`config.mk`:
```
export PLATFORM = sky130hd
export DESIGN_NAME = hgradmag
export DESIGN_NICKNAME = d
export VERILOG_FILES = /design/src/rtl/hgradmag.sv
export SDC_FILE = /design/constraint.sdc
export NUM_CORES = 1
export LEC_CHECK = 0
export BUFFER_PORTS_ARGS = -buffer_cell sky130_fd_sc_hd__buf_2
export CAP_MARGIN = 20
export CORE_AREA = 2 2 121 123
export DETAILED_ROUTE_END_ITERATION = 10
export DIE_AREA = 0 0 123 125
export MAX_ROUTING_LAYER = met4
export PLACE_DENSITY = 0.75
export SLEW_MARGIN = 20
export SYNTH_ARGS = -nofsm -noshare
export SYNTH_HDL_FRONTEND = slang
export SYNTH_SLANG_ARGS = --single-unit
export TNS_END_PERCENT = 10
```
`constraint.sdc`:
```
create_clock -name clk -period 5.7 [get_ports clk]
set_input_delay 0.57 -clock clk [delete_from_list [all_inputs] [get_ports clk]]
set_output_delay 0.57 -clock clk [all_outputs]
set_load 0.05 [all_outputs]
```
`src/rtl/hgradmag.sv`:
```
// Gradient magnitude / edge decision stage behind the x and y 3x3 convolvers.
// Forms a saturating L1 magnitude, optionally thresholds it, and tags each pixel with its frame position.
module hgradmag #(
    parameter logic [15:0] HIM_LEN  = 16'd520,
    parameter logic [15:0] HIM_ROWS = 16'd520,
    parameter logic [15:0] WARMUP   = HIM_LEN + 16'd2
) (
    input  logic        clk,
    input  logic        hres,
    input  logic        hstart,
    input  logic [7:0]  hgx,
    input  logic [7:0]  hgy,
    input  logic [7:0]  hthresh,
    input  logic        hmode,
    output logic [7:0]  hout,
    output logic        hvalid,
    output logic [15:0] hrow,
    output logic [15:0] hcol,
    output logic        hframe_done,
    output logic        hbusy
);

    typedef enum logic [1:0] {IDLE, WARM, RUN, DRAIN} state_t;

    state_t      state_reg, state_next;
    logic [15:0] warm_cnt_reg, warm_cnt_next;
    logic [15:0] row_reg, row_next;
    logic [15:0] col_reg, col_next;
    logic [1:0]  drain_cnt_reg, drain_cnt_next;
    logic        take_pixel;
    logic        pixel_last;
    logic        pixel_border;

    // Sample capture: raw inputs plus the position tag decided by the FSM
    logic        in_valid_reg;
    logic [7:0]  in_gx_reg, in_gy_reg, in_thresh_reg;
    logic        in_mode_reg;
    logic [15:0] in_row_reg, in_col_reg;
    logic        in_last_reg, in_border_reg;

    // Stage 1: unsaturated sum
    logic        s1_valid_reg;
    logic [8:0]  s1_sum_reg;
    logic [7:0]  s1_thresh_reg;
    logic        s1_mode_reg;
    logic [15:0] s1_row_reg, s1_col_reg;
    logic        s1_last_reg, s1_border_reg;

    logic [7:0]  mag_sat;
    logic [7:0]  pixel_value;

    assign pixel_last   = (row_reg == HIM_ROWS - 16'd1) && (col_reg == HIM_LEN - 16'd1);
    assign pixel_border = (row_reg == 16'd0) || (row_reg == HIM_ROWS - 16'd1) ||
                          (col_reg == 16'd0) || (col_reg == HIM_LEN - 16'd1);
    assign hbusy        = (state_reg != IDLE);

    always_ff @(posedge clk) begin
        if (hres) begin
            state_reg     <= IDLE;
            warm_cnt_reg  <= 16'd0;
            row_reg       <= 16'd0;
            col_reg       <= 16'd0;
            drain_cnt_reg <= 2'd0;
        end else begin
            state_reg     <= state_next;
            warm_cnt_reg  <= warm_cnt_next;
            row_reg       <= row_next;
            col_reg       <= col_next;
            drain_cnt_reg <= drain_cnt_next;
        end
    end

    always_comb begin
        state_next     = state_reg;
        warm_cnt_next  = warm_cnt_reg;
        row_next       = row_reg;
        col_next       = col_reg;
        drain_cnt_next = drain_cnt_reg;
        take_pixel     = 1'b0;
        if (hstart) begin
            // A start pulse in any state (re)begins a frame from warm-up
            state_next     = WARM;
            warm_cnt_next  = 16'd0;
            row_next       = 16'd0;
            col_next       = 16'd0;
            drain_cnt_next = 2'd0;
        end else begin
            case (state_reg)
                IDLE: begin
                end
                WARM: begin
                    if (warm_cnt_reg == WARMUP - 16'd1) begin
                        state_next    = RUN;
                        warm_cnt_next = 16'd0;
                    end else begin
                        warm_cnt_next = warm_cnt_reg + 16'd1;
                    end
                end
                RUN: begin
                    take_pixel = 1'b1;
                    if (col_reg == HIM_LEN - 16'd1) begin
                        col_next = 16'd0;
                        if (row_reg == HIM_ROWS - 16'd1) begin
                            row_next   = 16'd0;
                            state_next = DRAIN;
                        end else begin
                            row_next = row_reg + 16'd1;
                        end
                    end else begin
                        col_next = col_reg + 16'd1;
                    end
                end
                DRAIN: begin
                    if (drain_cnt_reg == 2'd2) begin
                        state_next     = IDLE;
                        drain_cnt_next = 2'd0;
                    end else begin
                        drain_cnt_next = drain_cnt_reg + 2'd1;
                    end
                end
                default: state_next = IDLE;
            endcase
        end
    end

    always_ff @(posedge clk) begin
        if (hres) begin
            in_valid_reg  <= 1'b0;
            in_gx_reg     <= 8'd0;
            in_gy_reg     <= 8'd0;
            in_thresh_reg <= 8'd0;
            in_mode_reg   <= 1'b0;
            in_row_reg    <= 16'd0;
            in_col_reg    <= 16'd0;
            in_last_reg   <= 1'b0;
            in_border_reg <= 1'b0;
        end else begin
            in_valid_reg  <= take_pixel;
            in_gx_reg     <= hgx;
            in_gy_reg     <= hgy;
            in_thresh_reg <= hthresh;
            in_mode_reg   <= hmode;
            in_row_reg    <= row_reg;
            in_col_reg    <= col_reg;
            in_last_reg   <= pixel_last;
            in_border_reg <= pixel_border;
        end
    end

    // Valid bits are killed by a start pulse so an abandoned frame never reaches the output
    always_ff @(posedge clk) begin
        if (hres) begin
            s1_valid_reg  <= 1'b0;
            s1_sum_reg    <= 9'd0;
            s1_thresh_reg <= 8'd0;
            s1_mode_reg   <= 1'b0;
            s1_row_reg    <= 16'd0;
            s1_col_reg    <= 16'd0;
            s1_last_reg   <= 1'b0;
            s1_border_reg <= 1'b0;
        end else begin
            s1_valid_reg  <= in_valid_reg && !hstart;
            s1_sum_reg    <= {1'b0, in_gx_reg} + {1'b0, in_gy_reg};
            s1_thresh_reg <= in_thresh_reg;
            s1_mode_reg   <= in_mode_reg;
            s1_row_reg    <= in_row_reg;
            s1_col_reg    <= in_col_reg;
            s1_last_reg   <= in_last_reg;
            s1_border_reg <= in_border_reg;
        end
    end

    always_comb begin
        mag_sat     = s1_sum_reg[8] ? 8'hFF : s1_sum_reg[7:0];
        pixel_value = mag_sat;
        if (s1_mode_reg) begin
            pixel_value = (mag_sat >= s1_thresh_reg) ? 8'hFF : 8'h00;
        end
        if (s1_border_reg) begin
            pixel_value = 8'h00;
        end
    end

    always_ff @(posedge clk) begin
        if (hres) begin
            hvalid      <= 1'b0;
            hout        <= 8'd0;
            hrow        <= 16'd0;
            hcol        <= 16'd0;
            hframe_done <= 1'b0;
        end else if (s1_valid_reg && !hstart) begin
            hvalid      <= 1'b1;
            hout        <= pixel_value;
            hrow        <= s1_row_reg;
            hcol        <= s1_col_reg;
            hframe_done <= s1_last_reg;
        end else begin
            hvalid      <= 1'b0;
            hout        <= 8'd0;
            hrow        <= 16'd0;
            hcol        <= 16'd0;
            hframe_done <= 1'b0;
        end
    end

endmodule

```
; ---- After elaboration in Yosys (flattened, before gate mapping)
; Cells that the tools add are included.
[classes]
n_addsub = 5
n_lt_le_gt_ge = 1
eq_ne = 15
reduce_logical = 18
mux = 15
n_bitwise = 1
[op_table]
columns = operator, count
row1 = $add A16 B1 Y16 const B, 3
row2 = $eq A16 B10 Y1 const B, 3
row3 = $mux W16, 3
row4 = $logic_not A16 Y1, 2
row5 = $mux W8, 3
row6 = $ne A3 B3 Y1 const B, 4
row7 = $mux W2, 5
row8 = $reduce_and A5 Y1, 2
row9 = $add A8 B8 Y9, 1
row10 = $ge A8 B8 Y1, 1
row11 = $ne A2 B2 Y1 const B, 4
row12 = $eq A2 B2 Y1 const B, 3
row13 = $pmux W2 S3, 1
row14 = $reduce_bool A4 Y1, 1
row15 = $reduce_or A2 Y1, 2
row16 = $logic_and A1 B1 Y1, 3
row17 = $logic_or A1 B1 Y1, 3
row18 = $mux W1, 3
row19 = $reduce_bool A3 Y1, 1
row20 = $reduce_or A3 Y1, 1
row21 = $add A2 B1 Y2 const B, 1
row22 = $eq A2 B1 Y1 const B, 1
row23 = $reduce_and A2 Y1, 1
row24 = $reduce_bool A2 Y1, 1
row25 = 2 further kinds, 2
[totals]
ff_bits = 207
in_bits = 28
word_cells = 83
out_inout_bits = 43

; ---- Logic depth before layout (Yosys ltp)
; Gate-level depths: netlist of the first run.
[logic_depth]
depth_word = 5
ltp_mapped = 9
ltp_nobuf = 9

; ---- Least setup slack after synthesis of the first run
; OpenSTA, ideal clock, no wires.
[synth_timing]
path_kind = flip-flop to flip-flop
startpoint = register s1_sum_reg[8]
endpoint = register hout[6]
arrival_ns = 1.946
period_less_slack_ns = 2.084
required_time_ns = 5.562
stages_incl_launch_ff = 10
n_path_buf = 1
slack_ns = 3.616
cell_sequence = dfxtp_1 > clkbuf_1 > nor2_1 > ha_1 > nand2b_1 > a21o_1 > a21o_1 > a211o_1 > o2111ai_1 > o211ai_1
[synth_via]
elab_chain_cells = 4
[synth_rtl]
columns = element, line_no
row1 = start: declaration, 43  ; logic [8:0] s1_sum_reg;
row2 = start signal: assignment, 163  ; s1_sum_reg <= {1'b0, in_gx_reg} + {1'b0, in_gy_reg};
row3 = $mux W8 (*), 174  ; mag_sat = s1_sum_reg[8] ? 8'hFF : s1_sum_reg[7:0];
row4 = $ge A8 B8 Y1, 177  ; pixel_value = (mag_sat >= s1_thresh_reg) ? 8'hFF : 8'h00;
row5 = $mux W8, 177
row6 = $mux W8 (*), 176  ; if (s1_mode_reg) begin
row7 = end signal: assignment, 193  ; hout <= pixel_value;
row8 = end: declaration, 15  ; output logic [7:0] hout,
; Every way passes the cells marked *; elsewhere a longest branch is shown, timed or not.
; A chain may end at the register's enable or synchronous reset.

; ---- Final worst setup path of the first run
[layout_timing]
startpoint = register s1_sum_reg[8]
endpoint = register hout[3]
; Same word-level chain as after synthesis.

==> summary.md, run 1 <==
| Metric | Value |
|---|---|
| CTS buffer count | `22` |
| Fmax | `413.2 MHz` |
| Hold buffer count at CTS | `0` |
| Worst path setup slack after routing | `3.280 ns` |
| Overall via count from detail_route | `5177` |
| Global-route wire length before repair | `22650 um` |
| Clock period minus worst slack | `2.420 ns` |
| Core outline area | `14200 um2` |
| Post-Route Setup TNS | `0 ns` |
| Async set-or-reset flop fraction in the synthesized netlist | `0%` |
| Worst Clk Skew | `0.01376 ns` |
| Final net count | `864` |
| Number of clock sinks seen by CTS | `207` |
| Post-CTS Setup Repair Bufs | `0` |
| Total wirelength of the detailed-routed design | `13280 um` |
| Hold crit path type | `input port to flip-flop` |
| Worst hold slack after final layout | `0.2827 ns` |
| Count of mapped cells out of synthesis | `743` |
| Pwr dens | `357.8 nW/um2` |
| Number of setup violations in the final report | `0` |
| Routability congestion estimate | `0.8156` |
| Number of enable flip-flop cells after synthesis | `0` |
| Post-detail-place hpwl | `8831 um` |
| Total power | `3.175 mW` |
| Cell Rows | `44` |
| Number of global-route vias before repair | `5012` |
| Worst endpoint required time | `6.04 ns` |
| Slew headroom | `41.17%` |
| Remaining routing DRC violations | `0` |
| Starting density of the core | `53.35%` |
| Initial antenna violation count | `0` |
| Post-cts gate resize count | `0` |
| Routed length per instance | `13.19 um` |
| Crit start category | `flip-flop` |
| Type of the worst setup path | `flip-flop to flip-flop` |
| Pin slew with the least headroom to its limit | `0.8766 ns` |
| Final cell count without fillers | `1007` |
| Worst setup EP type | `flip-flop` |
| Prevailing post-synth register cell | `dfxtp_1` |
| Clock transition at the register clock pins on the worst setup and hold paths after CTS | `0.06 ns` |
| Clock latency on the worst-skew pair | `0.49 ns` |
| Maximum number of pins on one net before global-route repair | `115` |
| Average instance area after synthesis | `10.20 um2` |
| Share of the synthesized netlist area taken by xor and xnor gates | `4.970%` |
| Final Slew Violations | `0` |
| Main combinational cell family by area after synthesis | `simple AND/OR/NAND/NOR gates` |
| Adder-Cell Fraction of Synth Area | `4.888%` |
| Final cycle utilization of the critical path | `42.46%` |
| Gr ovfl total | `0` |
| Synth warnings | `0` |
| Pre-antenna DRT Iters | `7` |
| Share of the synthesized area in compound gates (AO/OA/AOI/OAI) | `4.557%` |
| Post-synthesis mux area share | `0.1321%` |
| Layout cell share with drive strength beyond 1 | `17.86%` |
| Final hold viol count | `0` |
| Register bit count reported by yosys | `207` |
| Chip width | `123 um` |
| MaxCap Viol Count | `0` |
| Mean number of vias per cell | `5.141` |
| Unrepaired setup endpoints after global routing | `no` |
| All-Layer GR Usage | `18.09%` |
| Part of the Yosys area used for sequential elements | `54.69%` |
| Number of antenna-violating nets in the routed design | `0` |
| Post-synthesis share of cell area spent on and, or, nand and nor gates | `27.68%` |
| Starting DRT DRC Count | `322` |
| Result of the run | `finished, final reports clean` |
| CTS H-tree lvls | `1` |
| Net Count, Synth | `800` |
| Cells after DPL | `967` |
| CTS tree | `built` |
| Die H | `125 um` |
| Port buffer count | `70` |
| CTS max path bufs | `3` |
| Synth cell types | `47` |
| Die Area | `15380 um2` |
| Leakage | `3.793 nW` |
| Largest fanout of any net on the critical path | `16` |
| Worst-case vdd ir drop | `0.0002413 V` |
| Number of antenna cells inserted | `0` |
| Worst slack at placement | `2.367 ns` |
| Clock root buffer | `clkbuf_16` |
| Syn Std Cell Area | `7577 um2` |
| Area added between synthesis and finish | `17.12%` |
| Top-Level Pins | `71` |
| Arr. time, crit path | `2.76 ns` |
[area by class of cell]
cell class	instances	area, um2
Tap cell	184	230.2
Sequential cell	207	4144
Multi-Input combinational cell	478	3204
Timing Repair Buffer	71	364.1
Clock buffer	28	634.4
Clock inverter	12	196.4
Inverter	27	101.3
Fill cell	1136	5329
[cells in the final DEF (no fill, tap or decap), types with 5 or more instances in the layout]
| cell type | instances |
|---|---|
| bufinv_16 | 5 |
| a31oi_1 | 8 |
| nor2_2 | 11 |
| and4b_1 | 7 |
| nor3_1 | 10 |
| nor4_4 | 6 |
| inv_1 | 27 |
| xnor2_1 | 12 |
| nor2b_1 | 97 |
| nand4_1 | 16 |
| o21ai_0 | 17 |
| clkbuf_16 | 23 |
| and3_1 | 44 |
| or3_1 | 12 |
| dfxtp_1 | 207 |
| ha_1 | 28 |
| buf_2 | 69 |
| a21oi_1 | 17 |
| xor2_1 | 31 |
| or2_2 | 10 |
| nand2_1 | 22 |
| nand3_1 | 27 |
| nor2_1 | 62 |
[layer usage]
metal / wire [um] / vias to the layer above / GRT usage (%)
li1: - / 2608 / -
met1: 5922 / 2417 / 23.23
met2: 6336 / 121 / 28.89
met3: 744 / 31 / 3.467
met4: 276 / 0 / 5.548
met5: 0 / - / -
[cell families (layout without fill, tap and decap cells)]
kind of cell,count (synthesis),count (layout)
AND/OR/NAND/NOR,348,348
flip-flops,207,207
buffers and inverters,58,138
AO/OA/AOI/OAI,57,57
XOR/XNOR,43,43
adder cells (fa/ha/maj),29,29
multiplexers,1,1
[report_power, final]
| group | switching, mW | internal, mW |
|---|---|---|
| logic | 0.0763 | 0.0510 |
| registers | 0.0107 | 1.47 |
| clock network | 0.554 | 1.02 |
| total | 0.642 | 2.53 |
[Yosys cell counts, types with 7 or more instances]
| library cell | number | area [um2] |
|---|---|---|
| inv_1 | 27 | 101.4 |
| a31oi_1 | 8 | 50.05 |
| dfxtp_1 | 207 | 4144 |
| xnor2_1 | 12 | 105.1 |
| o21ai_0 | 18 | 90.09 |
| or3_1 | 12 | 75.07 |
| and3_1 | 44 | 275.3 |
| nor2_2 | 10 | 62.56 |
| or2_2 | 10 | 62.56 |
| clkbuf_1 | 23 | 86.33 |
| nor2b_1 | 98 | 613.1 |
| ha_1 | 28 | 350.3 |
| a21oi_1 | 17 | 85.08 |
| xor2_1 | 31 | 271.5 |
| nand4_1 | 16 | 100.1 |
| nand2_1 | 22 | 82.58 |
| nor2_1 | 63 | 236.5 |
| and4b_1 | 7 | 70.07 |
| nand3_1 | 27 | 135.1 |
| nor3_1 | 10 | 50.05 |
[critical path, stage by stage, from the launching register on]
cell       delay [ns]
dfxtp_1          0.60
nor2_1           0.11
ha_1             0.28
nand2b_1         0.15
a21o_1           0.18
a21o_1           0.17
a211o_1          0.28
o2111ai_1        0.29
o21ai_0          0.21
[worst paths after layout]
path	start	end	slack, ns	depth (start not counted)
worst max-delay path	s1_sum_reg[8]	hout[3]	3.28	8
worst min-delay path	hgy[2]	in_gy_reg[2]	0.28	2
worst max register to register	s1_sum_reg[8]	hout[3]	3.28	8
worst min register to register	in_valid_reg	s1_valid_reg	0.42	1
[metrics by stage]
step	instance area (um2)	util (%)
after CTS	8869	62.44
after global placement	8038	56.59
after global routing	8875	62.48
final	8875	62.48
after detailed placement	8038	56.59
after floorplan	7577	-
No activity file was read; power rests on OpenSTA's default activity.
==> run 2: changes to the inputs <==
--- a/config.mk
+++ b/config.mk
@@ -7,9 +7,9 @@
 export LEC_CHECK = 0
 export BUFFER_PORTS_ARGS = -buffer_cell sky130_fd_sc_hd__buf_2
 export CAP_MARGIN = 20
-export CORE_AREA = 2 2 121 123
+export CORE_AREA = 2 2 123 125
 export DETAILED_ROUTE_END_ITERATION = 10
-export DIE_AREA = 0 0 123 125
+export DIE_AREA = 0 0 125 127
 export MAX_ROUTING_LAYER = met4
 export PLACE_DENSITY = 0.75
 export SLEW_MARGIN = 20
==> constraint.sdc (replaced) <==
create_clock -name clk -period 2.1 [get_ports clk]
set_input_delay 0.21 -clock clk [delete_from_list [all_inputs] [get_ports clk]]
set_output_delay 0.21 -clock clk [all_outputs]
set_load 0.05 [all_outputs]
==> summary.md, run 2 (synthesized netlist as in run 1, its figures left out) <==
| Metric | Value |
|---|---|
| Result of the run | `finished, final reports clean` |
| Gr ovfl total | `0 (unchanged)` |
| Slew headroom | `34.52% (-6.6 points)` |
| Starting DRT DRC Count | `237 (-26%)` |
| Post-detail-place hpwl | `9286 um (+5.2%)` |
| Total power | `8.171 mW (+160%)` |
| Fmax | `501.4 MHz (+21%)` |
| Initial antenna violation count | `0 (unchanged)` |
| Final cell count without fillers | `1042 (+3.5%)` |
| Number of antenna cells inserted | `0 (unchanged)` |
| Arr. time, crit path | `2.38 ns (-0.38 ns)` |
| Largest fanout of any net on the critical path | `6 (-10)` |
| Cell Rows | `44 (unchanged)` |
| Pin slew with the least headroom to its limit | `0.9822 ns (+0.1056 ns)` |
| Final cycle utilization of the critical path | `94.97% (+53 points)` |
| Area added between synthesis and finish | `20.48%` |
| CTS tree | `built` |
| Number of global-route vias before repair | `5146 (+2.7%)` |
| Commonest cells after routing, fill and taps aside | `dfxtp_1 (207), nor2b_1 (98), buf_2 (69)` |
| Chip width | `125 um (+1.6%)` |
| Clock root buffer | `clkbuf_16` |
| All-Layer GR Usage | `18.26% (+0.17 points)` |
| Fillers | `1119 (-1.5%)` |
| Number of clock sinks seen by CTS | `207 (unchanged)` |
| Mean number of vias per cell | `5.055 (-1.7%)` |
| Unrepaired setup endpoints after global routing | `yes` |
| Remaining routing DRC violations | `0 (unchanged)` |
| Maximum number of pins on one net before global-route repair | `102 (-11%)` |
| Cells after DPL | `977 (+1.0%)` |
| Routability congestion estimate | `0.8799 (+7.9%)` |
| Final Slew Violations | `0 (unchanged)` |
| CTS buffer count | `21 (-4.5%)` |
| Worst-case vdd ir drop | `0.0007047 V (+190%)` |
| Clock latency on the worst-skew pair | `0.49 ns (about the same)` |
| CTS H-tree lvls | `1 (unchanged)` |
| Total wirelength of the detailed-routed design | `14270 um (+7.4%)` |
| Clock transition at the register clock pins on the worst setup and hold paths after CTS | `0.06 ns (about the same)` |
| Global-route wire length before repair | `23760 um (+4.9%)` |
| Starting density of the core | `52.53% (-0.81 points)` |
| Port buffer count | `70 (unchanged)` |
| Number of setup violations in the final report | `0 (unchanged)` |
| Pwr dens | `895.0 nW/um2 (+150%)` |
| MaxCap Viol Count | `0 (unchanged)` |
| Overall via count from detail_route | `5267 (+1.7%)` |
| Crit start category | `flip-flop` |
| Die H | `127 um (+1.6%)` |
| Layout cell share with drive strength beyond 1 | `17.72% (-0.15 points)` |
| Core outline area | `14420 um2 (+1.6%)` |
| Clock period minus worst slack | `1.994 ns (-0.4257 ns)` |
| Die Area | `15880 um2 (+3.3%)` |
| Worst setup EP type | `flip-flop` |
| Hold crit path type | `flip-flop to flip-flop` |
| Routed length per instance | `13.69 um (+3.8%)` |
| Top-Level Pins | `71 (unchanged)` |
| Worst endpoint required time | `2.48 ns (-3.56 ns)` |
| Worst Clk Skew | `0.005917 ns (-0.007848 ns)` |
| Most common library cell in the layout ignoring fill and taps | `dfxtp_1` |
| Pre-antenna DRT Iters | `4 (-3)` |
| CTS max path bufs | `3 (unchanged)` |
| Final hold viol count | `0 (unchanged)` |
| Leakage | `3.902 nW (+2.9%)` |
| Number of antenna-violating nets in the routed design | `0 (unchanged)` |
| Type of the worst setup path | `flip-flop to flip-flop` |
| Final net count | `900 (+4.2%)` |
run 2: cell count changes in the layout (fill, tap and decap cells not counted), moves of 2 or more:
cell | before | now
ha_1 | 28 | 26
dlygate4sd3_1 | 0 | 27
bufinv_16 | 5 | 3
buf_4 | 1 | 11
clkbuf_1 | 1 | 7
clkinvlp_4 | 3 | 1
clkbuf_8 | 4 | 2
clkbuf_16 | 23 | 21
run 2: layout make-up:
| type | count | area [um2] | share of cell area, % |
|---|---|---|---|
| tap | 184 | 230.2 | 2.522 |
| inverter | 27 | 101.3 | 1.110 |
| sequential | 207 | 4144 | 45.39 |
| clock buffer | 30 | 579.3 | 6.346 |
| clock inverter | 8 | 121.4 | 1.329 |
| multi-input combinational | 478 | 3234 | 35.43 |
| timing repair buffer | 108 | 718.2 | 7.867 |
run 2: final timing paths:
kind	startpoint	endpoint	slack [ns]	depth (start not counted)
max reg2reg	col_reg[0]	row_reg[6]	0.11	7
min reg2reg	in_row_reg[12]	s1_row_reg[12]	0.43	1
min	in_row_reg[12]	s1_row_reg[12]	0.43	1
max	col_reg[0]	row_reg[6]	0.11	7
run 2: per-stage QoR:
step	utilization [%]	instance area (um2)	hold WS [ns]	setup slack (ns)	TNS, ns
global placement	56.33	8125	0.4096	0.09404	0
floorplan	-	7577	0.3382	0.01563	0
global route	63.29	9129	0.4506	-0.01070	-0.01070
CTS	63.09	9100	0.4350	0.01382	0
detailed placement	56.33	8125	0.4220	-0.01322	-0.02536
finish	63.29	9129	0.4334	0.1057	0
run 2: critical path, stage by stage, from the launching register on:
cell and delay, ns:
dfxtp_1 0.40, ha_1 0.22, and3_1 0.26, nand4_2 0.25
nor3_4 0.32, nand4_1 0.17, xor2_1 0.23, nor2_2 0.04
run 2: repair_timing:
action                                  4_1_cts  5_1_grt
hold endpoints to repair                     32        0
hold buffers                                 27        0
pin swaps                                     0        3
gates resized for setup                       1        4
endpoints found under the setup margin        6       15
buffers inserted                              0        0
run 2: layer usage:
layer / GRT usage, % / part of all wire, %
met1: 21.95 / 44
met2: 31.52 / 50
met3: 3.308 / 4.4
met4: 5.490 / 2.1
met5: - / 0
run 2: where the power goes:
group	internal [mW]	leakage [nW]	switching (mW)	total, mW
logic	0.193	1.88	0.234	0.426
registers	3.98	1.68	0.0244	4.01
clock network	2.29	0.340	1.44	3.74
total	6.47	3.90	1.70	8.17
